## src/rtl/uart_pkg.sv

```systemverilog
// Shared definitions for the UART transmit path: feeder FSM states and default sizing.
// BAUD_DIV is the serializer divisor the default TIMEOUT is sized against.
package uart_pkg;

   typedef enum logic [1:0] {
      S_IDLE  = 2'd0,
      S_LOAD  = 2'd1,
      S_START = 2'd2,
      S_BUSY  = 2'd3
   } tx_state_t;

   localparam int BAUD_DIV    = 5207;
   localparam int DEF_DEPTH   = 16;
   localparam int DEF_TIMEOUT = 16383;

endpackage

```

## src/rtl/sync_fifo.sv

```systemverilog
// Circular buffer with registered count/full/empty; writes to a full FIFO and pops of an empty one are ignored.
// rd_data shows the head entry combinationally; a simultaneous push and pop leaves count unchanged.
module sync_fifo #(
   parameter int DEPTH  = 16,
   parameter int ADDR_W = 4,
   parameter int W      = 8
) (
   input  logic              sysclk,
   input  logic              rst,
   input  logic              wr_en,
   input  logic [W-1:0]      wr_data,
   input  logic              rd_en,
   output logic [W-1:0]      rd_data,
   output logic [ADDR_W:0]   count,
   output logic              full,
   output logic              empty
);

   logic [W-1:0]      mem [DEPTH];
   logic [ADDR_W-1:0] wr_ptr;
   logic [ADDR_W-1:0] rd_ptr;
   logic              push;
   logic              pop;
   logic [ADDR_W:0]   count_nxt;

   assign push    = wr_en && !full;
   assign pop     = rd_en && !empty;
   assign rd_data = mem[rd_ptr];

   always_comb begin
      count_nxt = count;
      if (push && !pop)
         count_nxt = count + 1'b1;
      else if (pop && !push)
         count_nxt = count - 1'b1;
   end

   // Pointers are exactly ADDR_W bits, so wrap modulo DEPTH is free.
   always_ff @(posedge sysclk or posedge rst) begin
      if (rst) begin
         wr_ptr <= '0;
         rd_ptr <= '0;
         count  <= '0;
         full   <= 1'b0;
         empty  <= 1'b1;
      end else begin
         if (push)
            wr_ptr <= wr_ptr + 1'b1;
         if (pop)
            rd_ptr <= rd_ptr + 1'b1;
         count <= count_nxt;
         full  <= (count_nxt == (ADDR_W+1)'(DEPTH));
         empty <= (count_nxt == '0);
      end
   end

   always_ff @(posedge sysclk) begin
      if (push)
         mem[wr_ptr] <= wr_data;
   end

endmodule

```

## src/rtl/uart_tx_feeder.sv

```systemverilog
// Buffers producer bytes and hands them one at a time to the UART serializer via tx_data/tx_start.
// First tx_start two cycles after a write into an idle feeder; the producer sees only `full`.
module uart_tx_feeder
   import uart_pkg::*;
#(
   parameter int DEPTH   = DEF_DEPTH,
   parameter int ADDR_W  = 4,
   parameter int TIMEOUT = DEF_TIMEOUT
) (
   input  logic              sysclk,
   input  logic              rst,
   input  logic [7:0]        wr_data,
   input  logic              wr_en,
   input  logic              clr_err,
   output logic              full,
   output logic              empty,
   output logic [ADDR_W:0]   count,
   output logic [7:0]        tx_data,
   output logic              tx_start,
   input  logic              tx_status,
   output logic              err_overflow,
   output logic              err_timeout
);

   localparam int TW = $clog2(TIMEOUT + 1);

   tx_state_t    state;
   tx_state_t    state_nxt;
   logic [TW-1:0] timer;
   logic [TW-1:0] timer_nxt;
   logic [7:0]   tx_data_nxt;
   logic         tx_start_nxt;
   logic         pop;
   logic         to_hit;
   logic [7:0]   rd_data;
   logic         st_meta;
   logic         st;

   // Status idles high, so the synchroniser resets to "ready".
   always_ff @(posedge sysclk or posedge rst) begin
      if (rst) begin
         st_meta <= 1'b1;
         st      <= 1'b1;
      end else begin
         st_meta <= tx_status;
         st      <= st_meta;
      end
   end

   sync_fifo #(
      .DEPTH  (DEPTH),
      .ADDR_W (ADDR_W),
      .W      (8)
   ) u_fifo (
      .sysclk  (sysclk),
      .rst     (rst),
      .wr_en   (wr_en),
      .wr_data (wr_data),
      .rd_en   (pop),
      .rd_data (rd_data),
      .count   (count),
      .full    (full),
      .empty   (empty)
   );

   always_comb begin
      state_nxt    = state;
      tx_data_nxt  = tx_data;
      tx_start_nxt = tx_start;
      timer_nxt    = timer;
      pop          = 1'b0;
      to_hit       = 1'b0;
      case (state)
         S_IDLE: begin
            if (!empty) begin
               tx_data_nxt = rd_data;
               state_nxt   = S_LOAD;
            end
         end
         S_LOAD: begin
            tx_start_nxt = 1'b1;
            timer_nxt    = '0;
            state_nxt    = S_START;
         end
         S_START: begin
            // The head entry stays in the FIFO until the serializer has it or we give up.
            if (!st) begin
               pop          = 1'b1;
               tx_start_nxt = 1'b0;
               state_nxt    = S_BUSY;
            end else if (timer == TW'(TIMEOUT - 1)) begin
               pop          = 1'b1;
               tx_start_nxt = 1'b0;
               to_hit       = 1'b1;
               state_nxt    = S_IDLE;
            end else begin
               timer_nxt = timer + 1'b1;
            end
         end
         S_BUSY: begin
            if (st)
               state_nxt = S_IDLE;
         end
         default: state_nxt = S_IDLE;
      endcase
   end

   always_ff @(posedge sysclk or posedge rst) begin
      if (rst) begin
         state    <= S_IDLE;
         tx_data  <= 8'h00;
         tx_start <= 1'b0;
         timer    <= '0;
      end else begin
         state    <= state_nxt;
         tx_data  <= tx_data_nxt;
         tx_start <= tx_start_nxt;
         timer    <= timer_nxt;
      end
   end

   // A new error in the same cycle as clr_err wins.
   always_ff @(posedge sysclk or posedge rst) begin
      if (rst) begin
         err_overflow <= 1'b0;
         err_timeout  <= 1'b0;
      end else begin
         if (wr_en && full)
            err_overflow <= 1'b1;
         else if (clr_err)
            err_overflow <= 1'b0;
         if (to_hit)
            err_timeout <= 1'b1;
         else if (clr_err)
            err_timeout <= 1'b0;
      end
   end

endmodule

```

## config.mk

```make
export PLATFORM = sky130hd
export DESIGN_NAME = uart_tx_feeder
export DESIGN_NICKNAME = d
export VERILOG_FILES = /design/src/rtl/uart_pkg.sv /design/src/rtl/sync_fifo.sv /design/src/rtl/uart_tx_feeder.sv
export SDC_FILE = /design/constraint.sdc
export NUM_CORES = 1
export LEC_CHECK = 0
export ABC_AREA = 0
export CAP_MARGIN = 15
export CORE_ASPECT_RATIO = 1.1
export CORE_MARGIN = 1.5
export CORE_UTILIZATION = 54
export DETAILED_ROUTE_END_ITERATION = 10
export GPL_TIMING_DRIVEN = 1
export PLACE_DENSITY = 0.75
export SYNTH_ARGS = -nofsm -noshare
export SYNTH_HDL_FRONTEND = slang
export SYNTH_HIERARCHICAL = 1
export SYNTH_SLANG_ARGS = --single-unit
export TNS_END_PERCENT = 5
```

## constraint.sdc

```tcl
create_clock -name sysclk -period 2.5 [get_ports sysclk]
set_input_delay 0.5 -clock sysclk [delete_from_list [all_inputs] [get_ports sysclk]]
set_output_delay 0.5 -clock sysclk [all_outputs]
set_load 0.02 [all_outputs]
```

; After elaboration in Yosys (flattened, before gate mapping)
; Memories as Yosys holds them, arrays and structs flattened. A register that Yosys moved wholly into a read port is not among the register bits.
; Index checks and enable logic that the tools add are counted.
[totals]
ramBits = 128
regBits = 36
n_memories = 1
inputBits = 13
[memory_table]
columns = memory, depth, word_bits, read_ports, rd_ports_with_merged_regs, wr, line_no
row1 = u_fifo.mem, 16, 8, 1, 1, 1, sync_fifo.sv:19  ; logic [W-1:0] mem [DEPTH];
[op_classes]
n_addsub = 5
n_reduce_logical = 18
n_bitwise = 1
n_mux = 23
eq_ne = 10
[ops]
columns = op, n
row1 = 14-bit 2-to-1 mux, 2
row2 = 14-bit case mux with 2 select lines, 1
row3 = "14-bit by 1-bit adder with 14-bit output, second input constant", 1
row4 = "14-bit equality test, second input constant", 1
row5 = 1-bit 2-to-1 mux, 12
row6 = 5-bit 2-to-1 mux, 2
row7 = "4-bit by 1-bit adder with 4-bit output, second input constant", 2
row8 = 2-bit 2-to-1 mux, 4
row9 = "2-bit inequality test, second input constant", 4
row10 = 2-bit case mux with 4 select lines, 1
row11 = 3-bit AND reduction, 2
row12 = 2-bit nonzero test, 3
row13 = "5-bit by 1-bit adder with 5-bit output, second input constant", 1
row14 = "5-bit equality test, second input constant", 1
row15 = 1-bit logical AND, 5
row16 = 5-bit logical NOT, 1
row17 = "5-bit by 1-bit subtractor with 5-bit output, second input constant", 1
row18 = "2-bit equality test, second input constant", 2
row19 = 1-bit logical NOT, 4
row20 = 2-bit AND reduction, 2
row21 = "3-bit inequality test, second input constant", 1
row22 = "2-bit by 1-bit equality test with 1-bit output, second input constant", 1
row23 = 2-bit logical NOT, 1
row24 = 1-bit case mux with 2 select lines, 1
row25 = 1-bit NOT, 1

; Longest topological paths before layout
; Gate-level depths: netlist of the first run.
[depth]
depth_word = 9
mapped_depth = 13
mapped_depth_nobuf = 11

; Hierarchy
; The synthesis of the first run kept the hierarchy.
[modules_own_cells]
columns = mod, seq_area_each_um2, cells_each, area_each_um2, instances
row1 = sync_fifo, 4220.3, 300, 5804.3, 1
row2 = uart_tx_feeder, 728.2, 158, 1582.8, 1

; Worst setup path before layout of the first run
; Ideal clock, no wire load.
[synth_path]
kind = register to register
from = register timer[0]
to = register u_fifo.full
arrival_ps = 2471
setup_slack_ps = -105
n_path_buf = 2
synth_period_minus_slack_ps = 2605
path_stages_with_launch = 14
required_ps = 2367
setup_time_ps = 133
cell_sequence = dfrtp_1 > inv_1 > ha_1 > and3_1 > and4_1 > buf_2 > o21ai_0 > inv_1 > nor2b_1 > buf_2 > nor2_1 > nor4_1 > o32ai_1 > nor3b_1
[synth_via]
elab_chain_cells = 9
elab_cells_between_ends = 11
cone_classes = eq/ne (2) / mux (5) / reduce/logical (4)
[synth_rtl]
columns = element, line_no
row1 = "start, declared", uart_tx_feeder.sv:29  ; logic [TW-1:0] timer;
row2 = "start signal, assigned", uart_tx_feeder.sv:118  ; timer <= timer_nxt;
row3 = 14-bit equality test (*), uart_tx_feeder.sv:91  ; end else if (timer == TW'(TIMEOUT - 1)) begin
row4 = 1-bit 2-to-1 mux (*), uart_tx_feeder.sv:91
row5 = 1-bit 2-to-1 mux (*), uart_tx_feeder.sv:87  ; if (!st) begin
row6 = 1-bit 2-to-1 mux (*), uart_tx_feeder.sv:73  ; case (state)
row7 = named net pop, uart_tx_feeder.sv:33  ; logic pop;
row8 = 1-bit logical AND (*), sync_fifo.sv:27  ; assign pop = rd_en && !empty;
row9 = 1-bit logical AND / 1-bit logical NOT (equally long branches), "sync_fifo.sv:34, sync_fifo.sv:32"
row10 = 5-bit 2-to-1 mux / 1-bit logical AND (equally long branches), "sync_fifo.sv:34, sync_fifo.sv:32"
row11 = 5-bit 2-to-1 mux (*), sync_fifo.sv:32  ; if (push && !pop)
row12 = 5-bit equality test (*), sync_fifo.sv:52  ; full <= (count_nxt == (ADDR_W+1)'(DEPTH));
row13 = "end signal, assigned", sync_fifo.sv:52
row14 = "end, declared", sync_fifo.sv:15  ; output logic full,
; Mark *: on every way through the listed nets, which the timed path passes. The rest lies on a longest branch.
; A chain may end at the register's enable or synchronous reset.

; Worst setup path after layout of the first run
[layout_path]
from = register timer[0]
to = register u_fifo.full
[layout_via]
elab_chain_cells = 9
elab_cells_between_ends = 11
cone_classes = eq/ne (2) / mux (5) / reduce/logical (4)
[layout_rtl]
columns = element, line_no
row1 = 14-bit equality test (*), uart_tx_feeder.sv:91
row2 = 1-bit 2-to-1 mux (*), uart_tx_feeder.sv:91
row3 = 1-bit 2-to-1 mux (*), uart_tx_feeder.sv:87
row4 = 1-bit 2-to-1 mux (*), uart_tx_feeder.sv:73
row5 = named net pop, uart_tx_feeder.sv:33
row6 = 1-bit logical AND (*), sync_fifo.sv:27
row7 = 1-bit logical AND / 1-bit logical NOT (equally long branches), "sync_fifo.sv:34, sync_fifo.sv:32"
row8 = 5-bit 2-to-1 mux / 1-bit logical AND (equally long branches), "sync_fifo.sv:34, sync_fifo.sv:32"
row9 = 5-bit 2-to-1 mux (*), sync_fifo.sv:32
row10 = named net u_fifo.count_nxt[4], sync_fifo.sv:24  ; logic [ADDR_W:0] count_nxt;
row11 = 5-bit equality test (*), sync_fifo.sv:52
; Marks and branches as above.

==> results of run 1 <==
## state kept, by name, indices dropped and copies added (netlist names), 2 cells and up
name           count
state              2
timer             14
tx_data            8
u_fifo/count       5
u_fifo/mem       128
u_fifo/rd_ptr      4
u_fifo/wr_ptr      4
## cell type report
class / instances / area (um2) / area share [%]
Timing Repair Buffer: 57 / 528.0 / 6.096
Inverter: 16 / 60.06 / 0.6934
Sequential cell: 172 / 4950 / 57.15
Multi-Input combinational cell: 248 / 2285 / 26.38
Clock inverter: 14 / 182.7 / 2.109
Tap cell: 184 / 230.2 / 2.658
Clock buffer: 17 / 425.4 / 4.912
## cell usage in the layout, fill, tap and decap left out, types with 4 or more instances in the layout
master,count
nand2b_1,7
nand4_1,8
a211o_1,4
o311ai_0,4
a22o_1,5
mux2_2,8
nor2b_1,9
clkbuf_16,17
xnor2_1,7
and3_1,5
nor2_1,17
and4_1,4
nand3_1,12
edfxtp_1,128
clkdlybuf4s50_1,30
a22oi_1,10
buf_4,25
inv_1,15
a21oi_1,4
nand2_1,25
dfrtp_1,40
and2_1,19
mux4_2,25
ha_1,13
nor4_1,4
nor3_1,5
or4_1,5
mux4_1,7
inv_6,4
## path summary, 6_finish.rpt
kind / cells past startpoint / end / startpoint / slack [ns]
max: 12 / u_fifo/full / timer[0] / 0.13
min: 0 / st / st_meta / 0.36
max reg2reg: 12 / u_fifo/full / timer[0] / 0.13
min reg2reg: 0 / st / st_meta / 0.36
max in group asynchronous: 2 / u_fifo/rd_ptr[0] / rst / 1.62
min in group asynchronous: 2 / u_fifo/count[4] / rst / 0.47
## per-layer routing
layer,vias up,global-route usage [%]
met1,2209,29.30
met4,0,8.162
met5,-,0
met3,12,4.909
li1,1899,-
met2,119,36.77
## cell families (layout without fill, tap and decap cells)
logic type | after synthesis | in the layout
flip-flops | 172 | 172
AND/OR/NAND/NOR | 128 | 128
AO/OA/AOI/OAI | 55 | 55
multiplexers | 43 | 43
buffers and inverters | 38 | 104
adder cells (fa/ha/maj) | 13 | 13
XOR/XNOR | 9 | 9
## power groups by stage
stage | logic (mW) | clock network (mW) | registers, mW
2_1_floorplan | 1.92 | 0 | 3.92
3_3_place_gp | 2.88 | 0 | 3.85
3_5_place_dp | 2.93 | 0 | 3.87
4_1_cts | 2.97 | 2.75 | 3.82
5_1_grt | 3.22 | 2.87 | 3.88
6_report | 2.98 | 2.70 | 3.83
## metrics by stage
stage	cell area, um2	util [%]	setup WS [ns]	setup TNS (ns)	total power, mW
after floorplan	7390	-	0.009865	0	5.834
after global placement	8018	60.43	0.1285	0	6.728
after detailed placement	8018	60.43	0.01662	0	6.806
after CTS	8630	65.04	0.05782	0	9.534
after global routing	8661	65.28	-0.03467	-0.03467	9.974
final	8661	65.28	0.1273	0	9.515
## what timing repair did
item	in CTS	in global routing
gates resized for setup	1	5
setup endpoints to repair	1	2
pin swaps	1	1
==> summary.md, run 1 <==
| Metric | Value |
|---|---|
| Status | complete, no violations |
| Post-synth top area share | 52.03% |
| Largest net degree at the start of global routing | 31 |
| Final hold vios | 0 |
| Vert. Die Dim | 125.7 um |
| Initial core utilization | 55.68% |
| Fill count | 892 |
| Most used DFF post-synth | edfxtp_1 |
| Sequential-to-total area share from yosys stat | 66.99% |
| I/O pin total | 31 |
| Placed Cells | 677 |
| Sw frac | between 30% and 40% |
| EDFF count, synth | 128 |
| Most numerous cell in the Yosys netlist | edfxtp_1 |
| Hold Path Class | flop to flop |
| GP Congestion | 0.8657 |
| LEAKAGE | about 3.2 nW |
| Worst vdd ir | 651.4 uV |
| Clock latency on the worst-skew pair | 0.42 ns |
| Startpoint types | flop |
| Pwr Density | between 1000 and 1500 nW/um2 |
| Tmin final | 2.373 ns |
| Delay-heaviest family, CP | simple AND/OR/NAND/NOR gates |
| Post-synth top cells | edfxtp_1, dfrtp_1, mux4_2, nand2_1, and2_1 |
| Post-synthesis cell area | roughly 7400 um2 |
| Synth Area in Compound Gates | just under 6% |
| CTS tree | built |
| WP buf/inv | 3 |
| Final Cycle Share | 94.91% |
| DR pass1 iterations | 5 |
| DRC viols | 0 |
| Share of layout cells above drive strength 1 | 20.42% |
| Hold Slack | roughly 0.36 ns |
| Die area | between 10000 and 15000 um2 |
| Slowest CP cell | dfrtp_1 |
| CP peak stage delay | 0.36 ns |
| Total CTS buffers | 17 |
| Clk_skew | around 0.013 ns |
| GRT Util Overall | 22.30% |
| Yosys warnings | 6 |
| Logic pwr share | 31.4% |
| Root Driver | clkbuf_16 |
| Die Wd | about 110 um |
| Critical path peak fanout | 9 |
| Critical Path RT | 2.84 ns |
| Avg WL per Cell | about 21 um |
| Critical Path AT | 2.71 ns |
| Internal | 6.567 mW |
| Routed WL | 14790 um |
| Met3 wire len | between 600 and 700 um |
| Yosys top cell by area | edfxtp_1 |
| CTS sink count | 172 |
| DR top layer | met4 |
| Max Root-Sink Buffers | 2 |
| Max Cap Viol | 0 |
| Sequential Power Share | 40.2% |
| Vias per std cell | approximately 6.0 |
| H-tree levels | 4 |
| Synth Register Bits | 172 |
| Final setup vio count | 0 |
| Actual slew at the worst max-slew pin | 0.6623 ns |
| Fmax | 421.5 MHz |
| Slew margin rel. | 55.71% |
| Main combinational cell family by area after synthesis | multiplexers |
| Async S/R FF share, synth | 25.58% |
| Clock-pin slew on the worst setup and hold paths | 0.07 ns |
| Crit-path cells | inv_1, ha_1, and3_1, and4_1, o21ai_2, inv_1, nor2b_1, buf_4, nor3_1, a31oi_2, xnor2_2, nor3b_2 |
| Mux contribution to synthesized area | 11.74% |
| Synthesized instance count | 458 |
| Detail Route met2 WL | 7569 um |
| Xor/xnor share of the synthesized area | about 1.2% |
| Max-slew violations | 0 |
| Post-route ant nets | 0 |
| DR iter-0 viols | between 300 and 400 |
| Number of port buffers | 30 |
| Area share of fa/ha/maj cells after synthesis | between 2 and 2.5% |
| Yosys cell types | 54 |
| Clk network pwr share | 28.4% |
| Synth area leaders | edfxtp_1, dfrtp_1, mux4_2, mux4_1, ha_1 |
| Synth-to-Final Area Change | 17.24% |
| Psw | ~3 mW |
| Initial antenna violation count | 0 |
| Kind of critical path | flop to flop |
| Wl on met1 | roughly 6400 um |
| Core box area | approximately 13000 um2 |
| Setup repair bufs after CTS | 0 |
| Num rows | 44 |
| Post-Syn Nets | 484 |
| Global-route wire length before repair | about 24000 um |
| Synth Area in Simple Gates | 9.383% |
| Nets | 538 |
| Vias in the first global route | 4385 |
| Syn Area/Cell | approximately 16 um2 |
| Vias | 4239 |
| Diodes inserted | 0 |
| Grt total ovfl | 0 |
| Most used cell, CP | inv_1 |
| Final instance count without filler cells | 708 |
| Post-detail-place hpwl | 9489 um |
| Hold_buf cts | 0 |
| CP Capture Type | flop |
Power figures use the tool's default switching activity.
==> run 2: changes to the inputs <==
- CAP_MARGIN: 15 -> default
- GPL_TIMING_DRIVEN: 1 -> 0
==> summary.md, run 2 (synthesis results as in run 1) <==
| Metric | Value |
|---|---|
| Status | complete, no violations |
| HP Start | st_meta |
| R2r setup slk | 0.20 ns (+0.07 ns) |
| CTS sink count | 172 (unchanged) |
| Leading cell type in the layout, fill and taps excluded | edfxtp_1 |
| GP Congestion | 0.8417 (-2.8%) |
| Vias | 4250 (+0.26%) |
| Share of layout cells above drive strength 1 | 20.72% (+0.30 points) |
| Initial antenna violation count | 0 (unchanged) |
| Slew margin rel. | 24.87% (-31 points) |
| CTS tree | built |
| Hold Slack | 0.3642 ns (+0.0006790 ns) |
| Num rows | 44 (unchanged) |
| Global-route wire length before repair | 23450 um (-0.93%) |
| Core box area | 13270 um2 (unchanged) |
| DR pass1 iterations | 5 (unchanged) |
| Post-route ant nets | 0 (unchanged) |
| Actual slew at the worst max-slew pin | 1.126 ns (+0.4634 ns) |
| Clock-pin slew on the worst setup and hold paths | 0.06 ns (about the same) |
| Fill count | 927 (+3.9%) |
| Die Wd | 114.5 um (unchanged) |
| Top flop regs | u_fifo/mem x128, timer x14, tx_data x8 |
| Max Cap Viol | 0 (unchanged) |
| Critical Path AT | 2.61 ns (-0.10 ns) |
| DR iter-0 viols | 429 (+9.7%) |
| Nets | 539 (+0.19%) |
| DRC viols | 0 (unchanged) |
| LEAKAGE | 3.134 nW (-1.4%) |
| GRT Util Overall | 22.52% (+0.22 points) |
| Max Root-Sink Buffers | 2 (unchanged) |
| Hold Path Class | flop to flop |
| WHS Path Cells | 0 (unchanged) |
| WP buf/inv | 3 (unchanged) |
| Vias in the first global route | 4285 (-2.3%) |
| Hold_buf cts | 0 (unchanged) |
| Routed WL | 14930 um (+0.95%) |
| Largest register FFs | 128 (unchanged) |
| Post-detail-place hpwl | 9371 um (-1.2%) |
| Clock latency on the worst-skew pair | 0.43 ns (about the same) |
| Largest net degree at the start of global routing | 30 (-3.2%) |
| Final Cycle Share | 92.16% (-2.7 points) |
| Final instance area | 8670 um2 (+0.10%) |
| Critical path peak fanout | 6 (-3) |
| Vias per std cell | 5.986 (about the same) |
| I/O pin total | 31 (unchanged) |
| Final setup vio count | 0 (unchanged) |
| Tmin final | 2.304 ns (-0.06859 ns) |
| H-tree levels | 4 (unchanged) |
| Startpoint types | flop |
| Number of port buffers | 30 (unchanged) |
| RSZ-0062 raised after global routing | no |
| Kind of critical path | flop to flop |
| Worst Reg2Reg Path Length in Cells | 12 (unchanged) |
| Clk_skew | 0.006737 ns (-0.005988 ns) |
| Reg-to-reg endpoint | u_fifo/full |
| Most frequent cells in the layout | edfxtp_1, dfrtp_1, clkdlybuf4s50_1 |
| CP peak stage delay | 0.40 ns (+0.04 ns) |
| Pwr Density | 1093 nW/um2 (-0.52%) |
| Initial core utilization | 55.68% (unchanged) |
| Final hold vios | 0 (unchanged) |
| Slowest CP cell | dfrtp_2 |
| Placement Cell Area | 7920 um2 (-1.2%) |
| Diodes inserted | 0 (unchanged) |
| Crit-path cells | inv_1, ha_1, and3_4, and4_4, o21ai_4, inv_2, nor2b_4, buf_6, nand3_1, and3b_1, o32ai_4, nor3b_2 |
| Max-slew violations | 0 (unchanged) |
| Delay-heaviest family, CP | simple AND/OR/NAND/NOR gates |
| Total CTS buffers | 17 (unchanged) |
| Grt total ovfl | 0 (unchanged) |
| Root Driver | clkbuf_16 |
| Avg WL per Cell | 21.03 um (+0.66%) |
| Critical Path RT | 2.81 ns (-0.03 ns) |
| Vert. Die Dim | 125.7 um (unchanged) |
| Total power | 9.475 mW (-0.42%) |
| Hold endpoint | st |
| RR Startpoint | timer[0] |
| Largest Register | u_fifo/mem |
| Die area | 14390 um2 (unchanged) |
| Fin Setup TNS | 0 ns (unchanged) |
| Synth-to-Final Area Change | 17.36% |
| Worst vdd ir | 577.1 uV (-11%) |
| CP Capture Type | flop |
| Fmax | 434.0 MHz (+3.0%) |
-- run 2: cell types whose count changed in the layout (fill, tap and decap cells not counted), sizes merged --
| cell | delta |
|---|---|
| inv | -3 |
| bufinv | -1 |
| buf | -6 |
| clkinv | +3 |
| clkbuf | +8 |
| clkdlybuf4s15 | +1 |
-- run 2: layer usage --
metal,vias to the layer above,track usage (%),part of all wire [%]
met3,23,5.871,5.5
met4,0,9.338,2.0
li1,1899,-,-
met1,2199,29.95,42
met5,-,0,0
met2,129,35.61,51
-- run 2: timing repair --
item	in CTS	in global routing
setup endpoints to repair	8	3
pin swaps	3	2
cloned	1	0
resized for setup	24	3
setup buffers	4	3
-- run 2: cell type report --
| cell class | count | area (um2) | area share (%) |
|---|---|---|---|
| Clock buffer | 19 | 432.9 | 4.994 |
| Inverter | 16 | 60.06 | 0.6927 |
| Sequential cell | 172 | 4951 | 57.11 |
| Tap cell | 184 | 230.2 | 2.656 |
| Multi-Input combinational cell | 248 | 2361 | 27.23 |
| Timing Repair Buffer | 38 | 364.1 | 4.200 |
| Buffer | 20 | 128.9 | 1.487 |
| Clock inverter | 13 | 141.4 | 1.631 |
-- run 2: how the worst max path moves through the flow --
stage	from	to	slack, ns	cells after the start
CTS	timer[0]	u_fifo/full	0.03	13
global route	timer[0]	u_fifo/full	0.06	12
detailed placement	timer[0]	u_fifo/full	-0.41	13
floorplan	timer[0]	u_fifo/full	0.01	13
global placement	timer[0]	u_fifo/full	-0.33	13
finish	timer[0]	u_fifo/full	0.20	12
-- run 2: where the power goes --
part           total (mW)  internal (mW)  switching (mW)
logic                3.13           1.45            1.67
registers            3.78           3.51           0.263
clock network        2.57           1.48            1.10
total                9.48           6.44            3.03
-- run 2: metrics by stage --
| stage | cells | setup WS [ns] | util, % |
|---|---|---|---|
| final | 710 | 0.1959 | 65.34 |
| after global routing | 710 | 0.06283 | 65.34 |
| after CTS | 708 | 0.02944 | 65.15 |
| after detailed placement | 672 | -0.4064 | 59.69 |
| after global placement | 672 | -0.3316 | 59.69 |
| after floorplan | 458 | 0.009865 | - |
==> run 3: changes to the inputs <==
- HOLD_SLACK_MARGIN: default -> 0.08
- SLEW_MARGIN: default -> 10
==> summary.md, run 3 (synthesis results as in run 1) <==
| Metric | Value |
|---|---|
| Status | complete, no violations |
| Tmin final | 2.318 ns (+0.01361 ns) |
| Post-detail-place hpwl | 9371 um (unchanged) |
| Vias | 4310 (+1.4%) |
| Logic pwr share | 33.0% (about the same) |
| Die area | 14390 um2 (unchanged) |
| Critical Path AT | 2.68 ns (+0.07 ns) |
| CP Capture Type | flop |
| Initial core utilization | 55.68% (unchanged) |
| Vert. Die Dim | 125.7 um (unchanged) |
| Final Cycle Share | 92.71% (+0.54 points) |
| Post-route ant nets | 0 (unchanged) |
| Fill count | 927 (unchanged) |
| Clk_skew | 0.005966 ns (-0.0007704 ns) |
| Clock latency on the worst-skew pair | 0.43 ns (about the same) |
| Fmax | 431.5 MHz (-0.59%) |
| Vias in the first global route | 4285 (unchanged) |
| Sequential Power Share | 39.8% (about the same) |
| Grt total ovfl | 0 (unchanged) |
| Share of layout cells above drive strength 1 | 20.72% (unchanged) |
| Startpoint types | flop |
| DR pass1 iterations | 5 (unchanged) |
| Global-route wire length before repair | 23450 um (unchanged) |
| GRT Util Overall | 22.52% (unchanged) |
| Critical path peak fanout | 7 (+1) |
| Max Cap Viol | 0 (unchanged) |
| GP Congestion | 0.8417 (unchanged) |
| Final hold vios | 0 (unchanged) |
| Max-slew violations | 0 (unchanged) |
| Slew margin rel. | 28.76% (+3.9 points) |
| Final Core Density | 65.34% (unchanged) |
| Root Driver | clkbuf_16 |
| Kind of critical path | flop to flop |
| Largest Register | u_fifo/mem |
| Clock-pin slew on the worst setup and hold paths | 0.06 ns (about the same) |
| H-tree levels | 4 (unchanged) |
| Vias per std cell | 6.070 (+1.4%) |
| Worst vdd ir | 577.8 uV (+0.13%) |
| Routed WL | 15020 um (+0.60%) |
| Diodes inserted | 0 (unchanged) |
| Core box area | 13270 um2 (unchanged) |
| Pwr Density | 1094 nW/um2 (about the same) |
| Total CTS buffers | 17 (unchanged) |
| Hold Path Class | flop to flop |
| Number of port buffers | 30 (unchanged) |
| Initial antenna violation count | 0 (unchanged) |
| Total power | 9.484 mW (about the same) |
| Most frequent cells in the layout | edfxtp_1, dfrtp_1, clkdlybuf4s50_1 |
| Actual slew at the worst max-slew pin | 1.062 ns (-0.06360 ns) |
| DR iter-0 viols | 440 (+2.6%) |
| Nets | 539 (unchanged) |
| Final setup vio count | 0 (unchanged) |
| CTS sink count | 172 (unchanged) |
| Largest net degree at the start of global routing | 30 (unchanged) |
| Psw | 3.041 mW (+0.29%) |
| Hold_buf cts | 0 (unchanged) |
| I/O pin total | 31 (unchanged) |
| Synth-to-Final Area Change | 17.36% (unchanged) |
| LEAKAGE | 3.131 nW (-0.12%) |
| Leading cell type in the layout, fill and taps excluded | edfxtp_1 |
| CTS tree | built |
| Clk network pwr share | 27.2% (about the same) |
| DRC viols | 0 (unchanged) |
| Top flop regs | u_fifo/mem x128, timer x14, tx_data x8 |
| Max Root-Sink Buffers | 2 (unchanged) |
| RSZ-0062 raised after global routing | no |
| Avg WL per Cell | 21.16 um (+0.60%) |
| Largest register FFs | 128 (unchanged) |
| Num rows | 44 (unchanged) |
| Critical Path RT | 2.86 ns (+0.05 ns) |
| Die Wd | 114.5 um (unchanged) |
| Internal | 6.443 mW (about the same) |
| Sw frac | 32.07% (+0.062 points) |
## run 3: cell type report
class	count	area [um2]	area share, %
sequential	172	4951	57.11
multi-input combinational	248	2361	27.23
clock buffer	19	432.9	4.994
timing repair buffer	38	364.1	4.200
tap	184	230.2	2.656
clock inverter	13	141.4	1.631
buffer	20	128.9	1.487
inverter	16	60.06	0.6927
## run 3: final timing paths
check	startpoint	endpoint	slack (ns)	cells past startpoint
min in group asynchronous	rst	u_fifo/count[4]	0.47	2
worst min-delay path	st_meta	st	0.36	0
max in group asynchronous	rst	timer[0]	1.42	2
worst min register to register	st_meta	st	0.36	0
worst max register to register	timer[3]	u_fifo/full	0.18	10
worst max-delay path	timer[3]	u_fifo/full	0.18	10
## run 3: power groups by stage
stage	sequential, mW	clock, mW	combinational [mW]
after floorplan	3.92	0	1.92
after global placement	3.80	0	2.88
after detailed placement	3.83	0	2.96
after CTS	3.78	2.62	3.12
after global routing	3.82	2.74	3.36
final	3.78	2.58	3.13
## run 3: critical path, cell delays in order, from the launching register on
cell and delay [ns]:
dfrtp_1 0.44, and3_1 0.21, buf_4 0.16, and4_4 0.22, o21ai_4 0.16, inv_2 0.07, nor2b_4 0.13, clkdlybuf4s15_2 0.25
nor4_4 0.29, o32ai_4 0.13, nor3b_2 0.17
## run 3: what timing repair did
item                                    4_1_cts  5_1_grt
hold endpoints to repair                      0        0
resized for setup                            24        3
buffers inserted                              4        3
pin swaps                                     3        2
cloned                                        1        0
endpoints found under the setup margin        8        3
## run 3: metal layers
metal	up-vias	share of wire, %	GRT usage, %
li1	1901	-	-
met1	2257	43	29.95
met2	125	50	35.61
met3	27	4.8	5.871
met4	0	2.2	9.338
met5	-	0	0
## run 3: stage by stage
stage	area [um2]	hold slack, ns	cells	setup TNS [ns]	worst slack (ns)
floorplan	7390	0.3452	458	0	0.009865
global placement	7920	0.3515	672	-0.7649	-0.3316
detailed placement	7920	0.3475	672	-1.088	-0.4064
CTS	8645	0.3694	708	0	0.02944
global route	8670	0.3763	710	0	0.06283
finish	8670	0.3637	710	0	0.1823
